### config.mk
export PLATFORM = sky130hd
export DESIGN_NAME = udp_ingress_arbiter
export DESIGN_NICKNAME = d
export VERILOG_FILES = /design/src/rtl/udp_pkg.sv /design/src/rtl/udp_rr_pick.sv /design/src/rtl/udp_ingress_arbiter.sv
export SDC_FILE = /design/constraint.sdc
export NUM_CORES = 1
export LEC_CHECK = 0
export ABC_AREA = 0
export CORE_UTILIZATION = 36
export DETAILED_ROUTE_END_ITERATION = 16
export PLACE_DENSITY = 0.82
export SKIP_CTS_REPAIR_TIMING = 1
export SYNTH_ARGS = -nofsm -noshare
export SYNTH_HDL_FRONTEND = slang
export SYNTH_SLANG_ARGS = --single-unit
### constraint.sdc
create_clock -name clk -period 2 [get_ports clk]
set_input_delay 0.2 -clock clk [delete_from_list [all_inputs] [get_ports clk]]
set_output_delay 0.2 -clock clk [all_outputs]
set_load 0.01 [all_outputs]
### src/rtl/udp_pkg.sv
// Shared widths and the arbiter state encoding for the UDP ingress path.
package udp_pkg;
    localparam int BYTE_W     = 8;
    localparam int UDP_PORT_W = 16;

    typedef enum logic [1:0] {
        ARB_IDLE = 2'd0,
        ARB_XFER = 2'd1,
        ARB_GAP  = 2'd2
    } arb_state_t;
endpackage

### src/rtl/udp_rr_pick.sv
// Rotating-priority picker: returns the first set request at or after ptr,
// wrapping from N_SRC-1 back to 0.
module udp_rr_pick #(
    parameter int N_SRC = 4,
    parameter int SRC_W = $clog2(N_SRC)
) (
    input  logic [N_SRC-1:0] req,
    input  logic [SRC_W-1:0] ptr,
    output logic [SRC_W-1:0] pick,
    output logic             any_req
);
    int idx;

    // Scan from the farthest offset down so the nearest request is assigned last.
    always_comb begin
        pick = '0;
        idx  = 0;
        for (int k = N_SRC - 1; k >= 0; k--) begin
            idx = int'(ptr) + k;
            if (idx >= N_SRC) begin
                idx = idx - N_SRC;
            end
            if (req[idx[SRC_W-1:0]]) begin
                pick = idx[SRC_W-1:0];
            end
        end
    end

    assign any_req = |req;
endmodule

### src/rtl/udp_ingress_arbiter.sv
// Shares one UDP parser among N_SRC byte-stream sources: whole-packet
// round-robin grants, per-source target port, and a forced idle gap after each packet.
module udp_ingress_arbiter
    import udp_pkg::*;
#(
    parameter int N_SRC      = 4,
    parameter int GAP_CYCLES = 2
) (
    input  logic                        clk,
    input  logic                        rst,
    input  logic [N_SRC*BYTE_W-1:0]     src_data,
    input  logic [N_SRC-1:0]            src_valid,
    input  logic [N_SRC-1:0]            src_start,
    input  logic [N_SRC-1:0]            src_last,
    output logic [N_SRC-1:0]            src_ready,
    input  logic [N_SRC*UDP_PORT_W-1:0] src_target_port,
    output logic [BYTE_W-1:0]           parser_data,
    output logic                        parser_valid,
    output logic                        parser_packet_start,
    input  logic                        parser_ready,
    output logic [UDP_PORT_W-1:0]       parser_target_port,
    output logic [$clog2(N_SRC)-1:0]    cur_src,
    output logic                        busy,
    output logic                        stray_err
);
    localparam int SRC_W = $clog2(N_SRC);

    // Handshake: a byte moves on any cycle where valid and ready are both high;
    // valid never waits on ready, and a held byte stays put until accepted.

    arb_state_t             state, next_state;
    logic [SRC_W-1:0]       gnt, rr_ptr, pick, rr_next;
    logic [7:0]             gap_cnt;
    logic [UDP_PORT_W-1:0]  port_q;
    logic                   stray_q, stray_any, any_req, do_grant;
    logic [N_SRC-1:0]       req;
    logic [BYTE_W-1:0]      sel_data;
    logic                   sel_valid, sel_start, sel_last;

    assign req = src_valid & src_start;

    udp_rr_pick #(.N_SRC(N_SRC), .SRC_W(SRC_W)) u_pick (
        .req     (req),
        .ptr     (rr_ptr),
        .pick    (pick),
        .any_req (any_req)
    );

    assign rr_next   = (pick == SRC_W'(N_SRC - 1)) ? '0 : pick + 1'b1;
    assign sel_data  = src_data[BYTE_W*gnt +: BYTE_W];
    assign sel_valid = src_valid[gnt];
    assign sel_start = src_start[gnt];
    assign sel_last  = src_last[gnt];

    always_comb begin
        next_state          = state;
        src_ready           = '0;
        parser_data         = '0;
        parser_valid        = 1'b0;
        parser_packet_start = 1'b0;
        do_grant            = 1'b0;
        stray_any           = 1'b0;
        case (state)
            ARB_IDLE: begin
                // Bytes that cannot open a packet are drained so they never block a source.
                src_ready = src_valid & ~src_start;
                stray_any = |(src_valid & ~src_start);
                if (any_req) begin
                    do_grant   = 1'b1;
                    next_state = ARB_XFER;
                end
            end
            ARB_XFER: begin
                parser_data         = sel_data;
                parser_valid        = sel_valid;
                parser_packet_start = sel_valid & sel_start;
                src_ready[gnt]      = parser_ready;
                if (sel_valid && parser_ready && sel_last) begin
                    next_state = (GAP_CYCLES == 0) ? ARB_IDLE : ARB_GAP;
                end
            end
            ARB_GAP: begin
                if (gap_cnt <= 8'd1) begin
                    next_state = ARB_IDLE;
                end
            end
            default: next_state = ARB_IDLE;
        endcase
    end

    always_ff @(posedge clk) begin
        if (rst) begin
            state   <= ARB_IDLE;
            gnt     <= '0;
            rr_ptr  <= '0;
            gap_cnt <= '0;
            port_q  <= '0;
            stray_q <= 1'b0;
        end else begin
            state   <= next_state;
            stray_q <= stray_any;
            if (do_grant) begin
                gnt    <= pick;
                rr_ptr <= rr_next;
                port_q <= src_target_port[UDP_PORT_W*pick +: UDP_PORT_W];
            end
            if (state == ARB_XFER && next_state == ARB_GAP) begin
                gap_cnt <= 8'(GAP_CYCLES);
            end else if (state == ARB_GAP) begin
                gap_cnt <= gap_cnt - 8'd1;
            end
        end
    end

    assign parser_target_port = port_q;
    assign cur_src            = gnt;
    assign busy               = (state != ARB_IDLE);
    assign stray_err          = stray_q;
endmodule

==> results.py, run 1 <==
metrics = {
    "logic_synthesis": {
        "async_reset_ff_frac": 0,
        "syn_avg_cell_area_sq_um": 10.16,
        "synth_seq_area_share": 0.2828,
        "syn-cell-area_sq_um": 2195,
        "ys_ff_latch": 31,
        "netlist_instances": 216,
        "yosys_warnings": 0,
        "synthFlopType": "dfxtp_1",
        "syn_nets": 329,
        "synth_cell_types": 46,
        "synth_edf_count": 0,
    },
    "min_path": {
        "hold_path_depth": 2,
        "hold_start": "parser_target_port[7]$_SDFFE_PP0P_",
        "whs_endpoint": "parser_target_port[7]$_SDFFE_PP0P_",
        "worstHoldPathType": "flop to flop",
    },
    "power_and_ir_drop": {
        "p_total_mw": 2.253,
        "ir_drop_mv": 0.3872,
        "power.static_leakage_nw": 1.682,
        "power.density_nw_per_um2": 565.7,
    },
    "final_layout": {
        "final_cell_mix": "132 x clkdlybuf4s50_1, 34 x mux2i_1, 30 x dfxtp_1",
        "drive_gt1_frac": 0.1693,
        "antennaDiodeCount": 0,
        "layout_commonest_cell": "clkdlybuf4s50_1",
        "nets": 491,
        "post-route-util": 0.6767,
        "areaGrowthSynthToFinish_pct": 81.47,
        "final_cells": 453,
    },
    "clock_network": {
        "clk_latency_ns": 0.28,
        "path_clk_slew_ns": 0.06,
        "cts_buffers": 5,
        "tritoncts": "built",
        "htreeDepth": 2,
        "cts_sinks": 31,
        "cts_buffer_depth": 2,
        "root_buffer": "clkbuf_8",
    },
    "critical_path": {
        "worst_r2r_path_depth": 6,
        "path_cells": "clkdlybuf4s50_1 > buf_4 > nand2b_1 > nor2_1 > a21oi_1 > nor2_1 > clkdlybuf4s50_1",
        "r2r_setup_slack_ns": 0.21,
        "slowest_delay_ns": 0.55,
        "crit_slowest_cell": "clkdlybuf4s50_1",
        "critPathKind": "input pin to output port",
        "worstPathRequired_ns": 1.80,
        "critical_path_peak_fanout": 3,
        "end_kind": "output port",
        "timing.rr.end": "parser_target_port[8]$_SDFFE_PP0P_",
        "cp-start-kind": "input pin",
        "r2r-start": "state[1]$_SDFF_PP0_",
        "worstPathArrival_ns": 1.72,
    },
    "grt": {
        "grtUsageTotal": 0.2160,
        "grt_max_degree": 28,
        "antenna_found_initial": 0,
        "gr-total-overflow": 0,
        "grt_pass1_vias": 2462,
        "grt_pass1_wl_microns": 10960,
    },
    "timing": {
        "period_minus_slack_ns": 1.922,
        "final_hold_viol_count": 0,
        "worstMarginPinSlew_ns": 0.3776,
        "tns_ns": 0,
        "hold_ws_ns": 0.4766,
        "drv_slew": 0,
        "fin_skew_ns": 0.006682,
        "rsz0062_at_grt": "no",
        "fin_crit_sh": 0.9610,
        "setup_viol": 0,
        "fmax_mhz": 520.3,
        "maxSlewHeadroom": 0.7477,
    },
    "floorplanning": {
        "core.rowCount": 28,
        "die_h_microns": 80.08,
        "start_util": 0.3729,
        "dieArea_sq_um": 6412,
        "coreArea_sq_um": 5886,
        "boundaryPins": 145,
        "dieWidth_microns": 80.08,
    },
    "drt": {
        "drc": 0,
        "avgViaCountPerCell": 5.225,
        "routedWlPerCell_microns": 15.27,
        "drt_wl_total_microns": 6917,
        "first_pass_iters": 5,
        "drt-initial-drc-count": 63,
        "drtAntennaViolNets": 0,
        "vias": 2367,
    },
    "job": {
        "maxCapViolations": 0,
    },
    "outcome": {
        "status": "finished clean",
    },
    "place": {
        "hpwl_microns": 5535,
        "gp_congestion": 0.7960,
        "io_buffers": 144,
        "place_inst": 446,
    },
}
how the worst max path moves through the flow:
stage,cells after the start,endpoint,from
final,7,src_ready[0],src_valid[0]
after global routing,7,src_ready[0],src_valid[0]
after CTS,4,parser_data[6],cur_src[0]$_SDFFE_PP0P_
after detailed placement,8,parser_target_port[1]$_SDFFE_PP0P_,src_valid[3]
after global placement,5,parser_packet_start,src_valid[0]
after floorplan,4,parser_packet_start,cur_src[0]$_SDFFE_PP0P_
sequential cells by signal, summed over array words and instances, names as in the netlist:
| register | cells |
|---|---|
| cur_src | 2 |
| gap_cnt | 8 |
| parser_target_port | 16 |
| rr_ptr | 2 |
| state | 2 |
| stray_err | 1 |
power by group:
part           internal [mW]  switching, mW
clock network          0.270          0.225
logic                  0.621          0.394
registers              0.690         0.0529
total                   1.58          0.671
Yosys cell counts, drive strengths merged (2+ instances only):
cell / number / area share
a211oi: 2 / 0.0091
a21oi: 6 / 0.015
a311oi: 2 / 0.011
a31oi: 2 / 0.0057
and2: 4 / 0.013
buf: 10 / 0.045
clkbuf: 3 / 0.0051
dfxtp: 31 / 0.28
ha: 2 / 0.011
inv: 5 / 0.0086
mux2i: 34 / 0.16
mux4: 11 / 0.11
nand2: 20 / 0.035
nand2b: 4 / 0.011
nor2: 22 / 0.039
nor2b: 12 / 0.034
nor3: 2 / 0.0046
o21ai: 2 / 0.0046
o21bai: 2 / 0.0068
o221ai: 18 / 0.11
or3b: 2 / 0.0080
xnor2: 7 / 0.028
critical path: cells and delay by family:
family / cells / cell delay [ns]
buf+inv: 3 / 1.22
simple gates: 3 / 0.25
compound gates: 1 / 0.05
layer usage:
metal	share of wire	routed length (microns)	GRT usage
met1	0.37	2526	0.2176
met2	0.53	3691	0.4197
met3	0.092	633	0.07045
met4	0.0095	66	0.05714
met5	0	0	0
cell families (layout without fill, tap and decap cells):
logic type / Yosys count / in the layout / synth area share
simple gates: 74 / 74 / 0.1705
mux: 45 / 45 / 0.2680
compound gates: 38 / 38 / 0.1767
flops: 31 / 31 / 0.2828
buf+inv: 18 / 180 / 0.05872
xor+xnor: 8 / 8 / 0.03193
fa+ha+maj: 2 / 2 / 0.01140
through the flow:
| stage | area [sq um] | setup slack (ns) |
|---|---|---|
| after floorplan | 2195 | 0.2709 |
| after global placement | 3849 | -0.09347 |
| after detailed placement | 3849 | -0.1927 |
| after CTS | 3936 | -0.2837 |
| after global routing | 3983 | 0.02807 |
| final | 3983 | 0.07794 |
cell type report:
class | count | area (sq um)
Sequential cell | 31 | 624.3
Multi-Input combinational cell | 167 | 1461
Timing Repair Buffer | 168 | 1697
Fill cell | 472 | 1903
Inverter | 5 | 18.77
Tap cell | 75 | 93.84
Clock buffer | 6 | 82.58
Clock inverter | 1 | 5.005
(Power assumes the default switching activity.)
==> inputs of run 2 (changes only) <==
MAX_ROUTING_LAYER = met4   (was unset)
==> results.py, run 2 (same netlist as run 1, synthesis figures left out) <==
metrics = {
    "power_and_ir_drop": {
        "p_int_mw": 1.581,
        "pwr-share-clk": 0.219,
        "power_frac_seq": 0.330,
        "p_comb_frac": 0.451,
        "power.density_nw_per_um2": 565.7,
        "ir_drop_mv": 0.3874,
        "p_total_mw": 2.253,
        "switching_share": 0.2980,
        "power_switching_uw": 671.4,
        "power.static_leakage_nw": 1.682,
    },
    "critical_path": {
        "end_kind": "output port",
        "worstPathRequired_ns": 1.80,
        "path_cells": "clkdlybuf4s50_1 > buf_4 > nand2b_1 > nor2_1 > a21oi_1 > nor2_1 > clkdlybuf4s50_1",
        "slowest_delay_ns": 0.55,
        "r2r_setup_slack_ns": 0.21,
        "crit_slowest_cell": "clkdlybuf4s50_1",
        "worstPathArrival_ns": 1.72,
        "r2r-start": "state[1]$_SDFF_PP0_",
        "timing.rr.end": "parser_target_port[8]$_SDFFE_PP0P_",
        "critPathKind": "input pin to output port",
        "critical_path_peak_fanout": 3,
        "crit_family": "buffers and inverters",
        "cp-start-kind": "input pin",
        "worst_r2r_path_depth": 6,
        "critPathBufInv": 3,
    },
    "final_layout": {
        "drive_gt1_frac": 0.1693,
        "multiInputGateArea_sq_um": 1461,
        "areaGrowthSynthToFinish_pct": 81.47,
        "layout_commonest_cell": "clkdlybuf4s50_1",
        "seqCellArea_sq_um": 624.3,
        "final_cell_mix": "132 x clkdlybuf4s50_1, 34 x mux2i_1, 30 x dfxtp_1",
        "antennaDiodeCount": 0,
        "nets": 491,
        "nFillCells": 472,
        "largest_reg_flops": 16,
    },
    "clock_network": {
        "cts_buffers": 5,
        "htreeDepth": 2,
        "path_clk_slew_ns": 0.06,
        "root_buffer": "clkbuf_8",
        "cts_buffer_depth": 2,
        "cts_sinks": 31,
        "tritoncts": "built",
        "clk_latency_ns": 0.28,
    },
    "timing": {
        "tns_ns": 0,
        "fin_skew_ns": 0.006692,
        "rsz0062_at_grt": "no",
        "fin_crit_sh": 0.9598,
        "fmax_mhz": 521.0,
        "period_minus_slack_ns": 1.920,
        "setup_viol": 0,
        "drv_slew": 0,
        "fin_ws_ns": 0.08046,
        "worstMarginPinSlew_ns": 0.3778,
        "final_hold_viol_count": 0,
        "hold_ws_ns": 0.4763,
        "maxSlewHeadroom": 0.7475,
    },
    "outcome": {
        "status": "finished clean",
    },
    "place": {
        "dp_slack_ns": -0.1927,
        "hpwl_microns": 5535,
        "io_buffers": 144,
        "gp_congestion": 0.8074,
    },
    "drt": {
        "drt_wl_total_microns": 6904,
        "drc": 0,
        "routedWlPerCell_microns": 15.24,
        "first_pass_iters": 5,
        "vias": 2364,
        "avgViaCountPerCell": 5.219,
        "drtAntennaViolNets": 0,
        "drt-initial-drc-count": 63,
    },
    "grt": {
        "antenna_found_initial": 0,
        "grtUsageTotal": 0.2218,
        "grt_max_degree": 28,
        "grt_pass1_wl_microns": 10960,
        "gr-total-overflow": 0,
        "grt_pass1_vias": 2462,
    },
    "min_path": {
        "worstHoldPathType": "flop to flop",
        "hold_start": "parser_target_port[7]$_SDFFE_PP0P_",
        "hold_path_depth": 2,
        "whs_endpoint": "parser_target_port[7]$_SDFFE_PP0P_",
    },
    "floorplanning": {
        "core.rowCount": 28,
        "dieArea_sq_um": 6412,
        "start_util": 0.3729,
        "die_h_microns": 80.08,
        "boundaryPins": 145,
        "dieWidth_microns": 80.08,
        "coreArea_sq_um": 5886,
    },
    "job": {
        "maxCapViolations": 0,
    },
}
-- run 2: final cells by class --
type,instances,area share
Multi-Input combinational cell,167,0.3669
Clock inverter,1,0.001257
Clock buffer,6,0.02074
Inverter,5,0.004713
Timing Repair Buffer,168,0.4260
Sequential cell,31,0.1568
Tap cell,75,0.02356
-- run 2: per-stage QoR --
step,util,instances,area (sq um)
2_1_floorplan,-,216,2195
3_3_place_gp,0.6539,446,3849
3_5_place_dp,0.6539,446,3849
4_1_cts,0.6688,453,3936
5_1_grt,0.6767,453,3983
6_report,0.6767,453,3983
-- run 2: how the worst max path moves through the flow --
stage,start,to,slack (ns),cells after the start
global placement,src_valid[0],parser_packet_start,-0.09,5
finish,src_valid[0],src_ready[0],0.08,7
global route,src_valid[0],src_ready[0],0.03,7
detailed placement,src_valid[3],parser_target_port[1]$_SDFFE_PP0P_,-0.19,8
CTS,cur_src[0]$_SDFFE_PP0P_,parser_data[6],-0.28,4
floorplan,cur_src[0]$_SDFFE_PP0P_,parser_packet_start,0.27,4
-- run 2: routing by layer --
| layer | GRT usage | share of wire | up-vias |
|---|---|---|---|
| li1 | - | - | 1133 |
| met1 | 0.2211 | 0.37 | 1119 |
| met2 | 0.4197 | 0.54 | 106 |
| met3 | 0.06477 | 0.086 | 6 |
| met4 | 0.05714 | 0.0096 | 0 |
| met5 | - | 0 | - |
-- run 2: tightest hold or removal path, delay by kind of cell (launching register included) --
kind	cells	cell delay (ns)
compound gates	1	0.05
simple gates	1	0.05
flops	1	0.34
-- run 2: power by group through the flow --
stage               clock (mW)  sequential [mW]  combinational [mW]
floorplan                    0            0.774               0.476
global placement             0            0.753                1.00
detailed placement           0            0.755                1.02
CTS                      0.502            0.743                1.03
global route             0.540            0.753                1.08
finish                   0.494            0.743                1.02
==> inputs of run 3 (changes only) <==
CTS_BUF_LIST = sky130_fd_sc_hd__clkbuf_8 sky130_fd_sc_hd__clkbuf_16   (was unset)
==> results of run 3 <==
The final DEF is identical to that of run 2; final timing and power are the same.
